==> config.mk <==
export PLATFORM = sky130hd
export DESIGN_NAME = read_channel_axi_burst
export DESIGN_NICKNAME = d
export VERILOG_FILES = /design/src/rtl/read_channel_axi_burst.sv
export SDC_FILE = /design/constraint.sdc
export NUM_CORES = 1
export LEC_CHECK = 0
export CELL_PAD_IN_SITES_DETAIL_PLACEMENT = 1
export CELL_PAD_IN_SITES_GLOBAL_PLACEMENT = 2
export CORE_ASPECT_RATIO = 0.75
export CORE_MARGIN = 1
export CORE_UTILIZATION = 30
export DETAILED_ROUTE_END_ITERATION = 10
export DONT_BUFFER_PORTS = 1
export HOLD_SLACK_MARGIN = 0.08
export PLACE_DENSITY = 0.78
export SLEW_MARGIN = 10
export SYNTH_ARGS = -nofsm -noshare
export SYNTH_HDL_FRONTEND = slang
export SYNTH_SLANG_ARGS = --single-unit
==> constraint.sdc <==
create_clock -name ap_clk -period 1.7 [get_ports ap_clk]
set_input_delay 0 -clock ap_clk [delete_from_list [all_inputs] [get_ports ap_clk]]
set_output_delay 0 -clock ap_clk [all_outputs]
set_load 0.01 [all_outputs]
==> src/rtl/read_channel_axi_burst.sv <==
// ---------------------------------------------------------------------------
// read_channel_axi_burst
//
// Cache line-fill read engine. On a miss, it fetches one whole cache line from
// backend memory as a single AXI4 INCR burst. Each beat is streamed to the line
// RAM together with its word index within the line.
//
// If any beat of the burst returns a non-OKAY response, the rest of the burst
// is drained and then re-issued to the same address, up to MAX_RETRY times.
// When the retries run out, read_error pulses for one cycle.
//
// Ports
//   ap_clk, reset            clock (rising edge); asynchronous active-high reset
//   replace_valid            miss request, only looked at while idle
//   replace_addr             line address (byte address bits above LINE_LSB)
//   replace                  busy: high whenever a fill is in progress
//   read_valid/addr/rdata    beat strobe, beat index in the line, beat data
//   read_error               one-cycle pulse: the fill failed after all retries
//   m_axi_ar*                AXI read-address channel (master side)
//   m_axi_r*                 AXI read-data channel (master side)
//
// The backend address must be at least as wide as the front-end address;
// the line address is zero-extended onto the AXI address bus.
// ---------------------------------------------------------------------------
module read_channel_axi_burst #(
    parameter int         CACHE_FRONTEND_ADDR_W = 32,
    parameter int         CACHE_FRONTEND_DATA_W = 32,
    parameter int         CACHE_WORD_OFF_W      = 3,
    parameter int         CACHE_BACKEND_ADDR_W  = 32,
    parameter int         CACHE_BACKEND_DATA_W  = 32,
    parameter int         CACHE_AXI_ID_W        = 1,
    parameter int         CACHE_AXI_ID          = 0,
    parameter logic [3:0] CACHE_AXI_CACHE_MODE  = 4'b0011,
    parameter int         CACHE_AXI_LEN_W       = 8,
    parameter int         MAX_RETRY             = 3,
    localparam int        BYTE_W   = $clog2(CACHE_BACKEND_DATA_W / 8),
    localparam int        BEATS    = (CACHE_FRONTEND_DATA_W << CACHE_WORD_OFF_W) / CACHE_BACKEND_DATA_W,
    localparam int        BEAT_W   = (BEATS > 1) ? $clog2(BEATS) : 1,
    localparam int        LINE_LSB = BYTE_W + $clog2(BEATS),
    localparam int        LINE_W   = CACHE_FRONTEND_ADDR_W - LINE_LSB
) (
    input  logic                            ap_clk,
    input  logic                            reset,
    // cache controller side
    input  logic                            replace_valid,
    input  logic [LINE_W-1:0]               replace_addr,
    output logic                            replace,
    output logic                            read_valid,
    output logic [BEAT_W-1:0]               read_addr,
    output logic [CACHE_BACKEND_DATA_W-1:0] read_rdata,
    output logic                            read_error,
    // AXI read-address channel
    output logic                            m_axi_arvalid,
    input  logic                            m_axi_arready,
    output logic [CACHE_BACKEND_ADDR_W-1:0] m_axi_araddr,
    output logic [CACHE_AXI_LEN_W-1:0]      m_axi_arlen,
    output logic [2:0]                      m_axi_arsize,
    output logic [1:0]                      m_axi_arburst,
    output logic [CACHE_AXI_ID_W-1:0]       m_axi_arid,
    output logic [3:0]                      m_axi_arcache,
    output logic                            m_axi_arlock,
    output logic [2:0]                      m_axi_arprot,
    output logic [3:0]                      m_axi_arqos,
    // AXI read-data channel
    input  logic                            m_axi_rvalid,
    output logic                            m_axi_rready,
    input  logic [CACHE_BACKEND_DATA_W-1:0] m_axi_rdata,
    input  logic [1:0]                      m_axi_rresp,
    input  logic                            m_axi_rlast
);

    localparam int RETRY_W = (MAX_RETRY > 0) ? $clog2(MAX_RETRY + 1) : 1;

    typedef enum logic [1:0] {
        S_IDLE = 2'd0,
        S_ADDR = 2'd1,
        S_DATA = 2'd2,
        S_DONE = 2'd3
    } state_t;

    state_t                            r_state;
    state_t                            w_state_next;
    logic   [LINE_W-1:0]               r_line;
    logic   [BEAT_W-1:0]               r_beat_cnt;
    logic   [RETRY_W-1:0]              r_retry_cnt;
    logic                              r_err;
    logic                              r_read_error;

    logic                              w_start;
    logic                              w_beat_fire;
    logic                              w_beat_err;
    logic                              w_resp_err;
    logic                              w_retry_ok;
    logic                              w_retry;
    logic                              w_fail;
    logic   [CACHE_BACKEND_ADDR_W-1:0] w_araddr;

    assign w_start    = (r_state == S_IDLE) && replace_valid;
    assign w_resp_err = (m_axi_rresp != 2'b00);
    // Error seen on this burst so far, including the beat currently presented.
    assign w_beat_err = r_err | w_resp_err;
    assign w_retry_ok = (r_retry_cnt < RETRY_W'(MAX_RETRY));

    // -----------------------------------------------------------------------
    // FSM: state register
    // -----------------------------------------------------------------------
    always_ff @(posedge ap_clk or posedge reset) begin
        if (reset) begin
            r_state <= S_IDLE;
        end else begin
            r_state <= w_state_next;
        end
    end

    // -----------------------------------------------------------------------
    // FSM: next state and per-cycle strobes
    // The end of a burst is decided by rlast alone, so a misbehaving slave
    // cannot leave the engine waiting on a beat counter.
    // -----------------------------------------------------------------------
    always_comb begin
        w_state_next = r_state;
        w_beat_fire  = 1'b0;
        w_retry      = 1'b0;
        w_fail       = 1'b0;
        case (r_state)
            S_IDLE: begin
                if (replace_valid) begin
                    w_state_next = S_ADDR;
                end
            end
            S_ADDR: begin
                if (m_axi_arready) begin
                    w_state_next = S_DATA;
                end
            end
            S_DATA: begin
                if (m_axi_rvalid) begin
                    w_beat_fire = 1'b1;
                    if (m_axi_rlast) begin
                        if (!w_beat_err) begin
                            w_state_next = S_DONE;
                        end else if (w_retry_ok) begin
                            w_state_next = S_ADDR;
                            w_retry      = 1'b1;
                        end else begin
                            w_state_next = S_DONE;
                            w_fail       = 1'b1;
                        end
                    end
                end
            end
            S_DONE: begin
                // One cycle to cover the line RAM write latency.
                w_state_next = S_IDLE;
            end
            default: begin
                w_state_next = S_IDLE;
            end
        endcase
    end

    // -----------------------------------------------------------------------
    // Burst bookkeeping: beat index, retry count, sticky error, failure pulse
    // -----------------------------------------------------------------------
    always_ff @(posedge ap_clk or posedge reset) begin
        if (reset) begin
            r_beat_cnt   <= '0;
            r_retry_cnt  <= '0;
            r_err        <= 1'b0;
            r_read_error <= 1'b0;
        end else begin
            r_read_error <= w_fail;
            if (w_start) begin
                r_beat_cnt  <= '0;
                r_retry_cnt <= '0;
                r_err       <= 1'b0;
            end else if (w_retry) begin
                r_beat_cnt  <= '0;
                r_retry_cnt <= r_retry_cnt + RETRY_W'(1);
                r_err       <= 1'b0;
            end else if (w_beat_fire) begin
                // Saturate so an over-long burst cannot wrap onto word 0.
                if (r_beat_cnt != BEAT_W'(BEATS - 1)) begin
                    r_beat_cnt <= r_beat_cnt + BEAT_W'(1);
                end
                if (w_resp_err) begin
                    r_err <= 1'b1;
                end
            end
        end
    end

    // Line address is captured on leaving IDLE and reused unchanged by retries.
    always_ff @(posedge ap_clk) begin
        if (w_start) begin
            r_line <= replace_addr;
        end
    end

    always_comb begin
        w_araddr                                       = '0;
        w_araddr[CACHE_FRONTEND_ADDR_W-1:LINE_LSB]     = r_line;
    end

    // -----------------------------------------------------------------------
    // Outputs
    // -----------------------------------------------------------------------
    assign replace       = (r_state != S_IDLE);
    // Once a beat errors, it and every later beat of the burst are withheld.
    assign read_valid    = (r_state == S_DATA) && m_axi_rvalid && !r_err && !w_resp_err;
    assign read_addr     = r_beat_cnt;
    assign read_rdata    = m_axi_rdata;
    assign read_error    = r_read_error;

    assign m_axi_arvalid = (r_state == S_ADDR);
    assign m_axi_araddr  = w_araddr;
    assign m_axi_arlen   = CACHE_AXI_LEN_W'(BEATS - 1);
    assign m_axi_arsize  = 3'(BYTE_W);
    assign m_axi_arburst = 2'b01;
    assign m_axi_arid    = CACHE_AXI_ID_W'(CACHE_AXI_ID);
    assign m_axi_arcache = CACHE_AXI_CACHE_MODE;
    assign m_axi_arlock  = 1'b0;
    assign m_axi_arprot  = 3'b000;
    assign m_axi_arqos   = 4'b0000;
    assign m_axi_rready  = (r_state == S_DATA);

endmodule

# After elaboration in Yosys (flattened, before gate mapping)
# Index checks and enable logic that the tools add are counted.
# op_classes
n_addsub	2
magnitude_cmp	1
eq_ne	8
muxes	29
bitwise	1
n_reduce_logical	16
# op_table
operator	n
1-bit two-way mux	16
2-bit two-way mux	8
3-bit two-way mux	4
3-bit nonzero test	3
2-bit one-hot mux with 4 select lines	1
2-bit nonzero test	3
2-bit equality test (second input constant)	2
1-bit logical AND	4
2-bit by 1-bit != test with 1-bit output (second input constant)	2
2-bit != test (second input constant)	2
2-bit AND reduction	2
4-bit AND reduction	1
3-bit by 1-bit adder with 3-bit output (second input constant)	1
3-bit != test (second input constant)	1
2-bit by 1-bit adder with 2-bit output (second input constant)	1
2-bit by 1-bit equality test with 1-bit output (second input constant)	1
1-bit zero test	2
2-bit zero test	1
2-bit less-than comparator (second input constant)	1
1-bit OR	1
# totals
reg_bits	36
in_bits	67
out_inout_bits	98

# Longest topological paths before layout
# logic_depth
ltp_word	8
depth_mapped	5
ltp_nobuf	5

# Least setup slack after synthesis
# No wires, ideal clock.
# synth_path
path_kind	register to register
from	reg r_state[1]
to	reg r_line[0] (enable)
setup_time_ps	382
t_arrival_ps	1462
t_required_ps	1318
slack_ps	-144
stages_incl_launch_ff	3
synth_period_minus_slack_ps	1844
cell_sequence	dfrtp_1 > or3b_1 > inv_1
# synth_between
elab_chain_cells	2
# synth_rtl
item	line_no	rtl
start: declaration	81	state_t r_state;
start signal: assignment	111	r_state <= w_state_next;
2-bit zero test	98	assign w_start = (r_state == S_IDLE) && replace_valid;
1-bit logical AND	98	
net w_start	89	logic w_start;
end signal: assignment	196	r_line <= replace_addr;
end: declaration	83	logic [LINE_W-1:0] r_line;
# The timed path passes the listed nets, and every way through them passes these cells.
# A chain may end at the register's enable or synchronous reset.

# Worst setup path in the final report
# layout_path
from	reg r_beat_cnt[0], in the netlist read_addr[0]
to	reg r_beat_cnt[2], in the netlist read_addr[2]
# layout_between
elab_chain_cells	5
word_cells_on_any_way	8
classes_between	add/sub (1); eq/ne (1); mux (4); reduce/logical (2)
# layout_rtl
item	line_no	rtl
start: declaration	84	logic [BEAT_W-1:0] r_beat_cnt;
start signal: assignment	184	r_beat_cnt <= r_beat_cnt + BEAT_W'(1);
3-bit by 1-bit adder with 3-bit output	184	
3-bit two-way mux	183	if (r_beat_cnt != BEAT_W'(BEATS - 1)) begin
3-bit two-way mux	181	end else if (w_beat_fire) begin
3-bit two-way mux	177	end else if (w_retry) begin
3-bit two-way mux	173	if (w_start) begin
# Parallel ways exist; a longest one is shown, timed or not. The select of a mux whose other input is x is not followed.

==> results by group <==
Timing
  – RSZ-0062 raised after global routing: no
  – Tcrit/Tclk final: 0.924
  – Max-slew violations: 0
  – Endpoints failing hold: 0
  – Hold Slack: 127 ps
  – Fin crit period: 1570 ps
  – Setup TNS: 0 ps
  – Clock skew: 5.10 ps
  – Fmax: 636 MHz
  – Final setup fails: 0

Synth
  – EDFF count, synth: 27
  – Synth warnings: 0
  – Mean Syn Cell Area: 12.8 sq um
  – Post-Syn Area: 0.00182 sq mm
  – Primary FF master, synth: edfxtp_1
  – Post-synthesis sequential area ratio: 0.568
  – Post-synth ARST share: 0.250
  – Flop and latch count out of synthesis: 36
  – Cell variety after synth: 29
  – Mapped Cells: 142

Clock tree
  – Post-CTS Resized: 0
  – Clk slew on worst S/H paths: 70 ps
  – # H-tree levels: 2
  – Clock buffer depth: 2
  – # hold bufs at CTS: 68
  – Root Driver: clkbuf_8
  – Total CTS buffers: 5
  – CTS tree: done
  – Clock Latency Late Sink: 280 ps
  – Clk sinks: 36
  – Setup bufs post-CTS: 0

GRT
  – Vias in the first global route: 1,126
  – Total gr overflow: 0
  – Global-route usage over all layers: 0.123
  – Most crowded layer after global routing: met2
  – Global-route wire length before repair: 5910 microns
  – Largest net degree at the start of global routing: 28
  – Initial antenna violation count: 0
  – GRT met1 Usage: 0.121
  – Met2 GRT Util: 0.235
  – GR Layer Usage met3: 0.0351

Critical path
  – Setup Crit Path Kind: flop to flop
  – WP data arrival: 1730 ps
  – Most frequent CP cell: ha_1
  – CP Capture Type: flop
  – WP data required: 1860 ps
  – Slowest stage delay, CP: 450 ps
  – Buf+Inv Stages, Crit Path: 0
  – CP delay by family, top: flip-flops
  – Crit start category: flop
  – Worst-path maximum fanout: 3
  – CP max stage cell: dfrtp_1
  – Ordered cell list for the critical path: ha_1, ha_1, and4bb_4, mux2i_1, nor2_1

Finish
  – Final nets: 256
  – Diode count: 0
  – Area grow syn2layout: 30.9%
  – Fin area: 0.00239 sq mm
  – Layout cell share with drive strength beyond 1: 0.102

Detailed routing
  – DRT iter0 DRCs: 34
  – DR pass1 iterations: 4
  – Vias after detailed routing: 1,065
  – Routed WL per cell: 14.8 microns
  – Wirelength, routed: 3920 microns
  – ANT nets after route: 0
  – DRC Markers: 0
  – Vias/cell: 4.02

Power and ir drop
  – Switching share of power: 0.302
  – Pwr/cell area: 1160 mW/mm^2
  – Max IR drop VDD: 0.459 mV
  – Reg power frac: 0.489
  – Lkg Pwr: 0.963 nW
  – Switching power: 0.837 mW
  – PnR Total Power: 2.77 mW
  – Logic pwr share: 0.248
  – P_int: 1.93 mW
  – Clk pwr share: 0.263

Die
  – Die Height: 69.5 microns
  – Floorplan Core Area: 0.00583 sq mm
  – Rows: 24
  – Starting Density: 0.313
  – Io pins: 165
  – Chip Width: 92.0 microns
  – Die Area: 0.00640 sq mm

Run status
  – Outcome: finished, final reports clean

Placement
  – Dpl hpwl: 2310 microns
  – Routability congestion estimate from global placement: 0.742
  – Placed cell area: 0.00160 sq mm
  – Port bufs: 0

Hold path
  – Type of the most critical hold path: primary input to async pin

Flow run
  – Max_cap viols: 0
## metrics by stage
step | utilization | instances | setup WS (ps)
global route | 0.410 | 265 | 34.0
floorplan | - | 171 | 85.8
global placement | 0.274 | 189 | 184
CTS | 0.410 | 265 | 117
finish | 0.410 | 265 | 129
detailed placement | 0.274 | 189 | 131
## final cells by class
cell class                 count  area (sq um)
clock buffer                   5          68.8
clock inverter                 3          42.5
fill                         641          3440
inverter                       5          22.5
multi-input combinational     67           405
sequential                    36          1040
tap                           78          97.6
timing repair buffer          71           716
## worst reg2reg max path: stages (launching register included)
cell,delay (ps)
dfrtp_1,450
ha_1,230
ha_1,170
and4bb_4,360
mux2i_1,190
nor2_1,50
## power by group through the flow
stage | combinational [mW] | clock [mW] | sequential [mW]
final | 0.687 | 0.730 | 1.35
after global routing | 0.748 | 0.791 | 1.38
after CTS | 0.691 | 0.758 | 1.36
after detailed placement | 0.526 | 0 | 1.38
after global placement | 0.500 | 0 | 1.36
after floorplan | 0.471 | 0 | 1.37
## synth_stat cells (all sizes together), types with 2 or more instances
library cell	instances	area (sq um)
inv	5	18.8
o21ai	3	15.0
ha	3	37.5
nor3	2	15.0
o211ai	2	15.0
edfxtp	27	811
mux2i	3	30.0
nand2	4	17.5
dfrtp	9	225
nor2	4	15.0
buf	63	473
conb	2	7.51
## sequential cells by signal, indices dropped and copies added (netlist names)
signal       cells
read_addr        3
read_error       1
r_retry_cnt      2
r_err            1
r_state          2
r_line          27
## per-layer routing
| metal | part of all wire | wire length [microns] |
|---|---|---|
| met1 | 0.33 | 1300 |
| met3 | 0.068 | 266 |
| met5 | 0 | 0 |
| met2 | 0.58 | 2270 |
| met4 | 0.022 | 85 |
## logic make-up (layout without fill, tap and decap cells)
family | after synthesis | after routing | share of synthesized area
buffers and inverters | 68 | 84 | 0.270
flip-flops | 36 | 36 | 0.568
AND/OR/NAND/NOR | 19 | 19 | 0.0686
AO/OA/AOI/OAI | 10 | 10 | 0.0480
adder cells (fa/ha/maj) | 3 | 3 | 0.0206
multiplexers | 3 | 3 | 0.0165
other | 2 | 31 | 0.00412
XOR/XNOR | 1 | 1 | 0.00480
## layout by cell type, fill, tap and decap left out
cell | Yosys | routed
and2b_2 | 1 | 1
or2_2 | 1 | 1
nand2_2 | 1 | 1
a21oi_1 | 1 | 1
nand2b_4 | 1 | 1
mux2i_1 | 3 | 3
and4bb_4 | 1 | 1
buf_4 | 63 | 2
nor3_1 | 1 | 1
o311ai_0 | 1 | 1
conb_1 | 2 | 31
clkinvlp_4 | 0 | 2
o21ai_0 | 3 | 3
dlygate4sd3_1 | 0 | 68
clkinv_2 | 0 | 1
o41ai_4 | 1 | 1
o211ai_1 | 2 | 2
and3_1 | 1 | 1
clkbuf_8 | 0 | 5
bufinv_16 | 0 | 1
xnor2_1 | 1 | 1
or3_1 | 1 | 1
nand2_1 | 3 | 3
nor3_2 | 1 | 1
nor4_1 | 1 | 1
dfrtp_1 | 9 | 9
a22o_1 | 1 | 1
inv_1 | 5 | 4
edfxtp_1 | 27 | 27
buf_12 | 0 | 1
o21a_1 | 1 | 1
nand3_1 | 1 | 1
nor2_1 | 4 | 4
or3b_1 | 1 | 1
ha_1 | 3 | 3
## worst paths after layout
check / from / to / slack [ps] / cells after the start
worst max register to register: read_addr[0] / read_addr[2] / 130 / 5
worst min-delay path: reset / read_addr[0] / 130 / 2
max in group asynchronous: reset / r_state[0] / 1290 / 2
worst max-delay path: read_addr[0] / read_addr[2] / 130 / 5
worst min register to register: r_retry_cnt[0] / r_retry_cnt[0] / 520 / 1
min in group ap_clk: m_axi_rvalid / read_addr[0] / 130 / 3
Note: power is estimated with default switching activity, not from simulation.
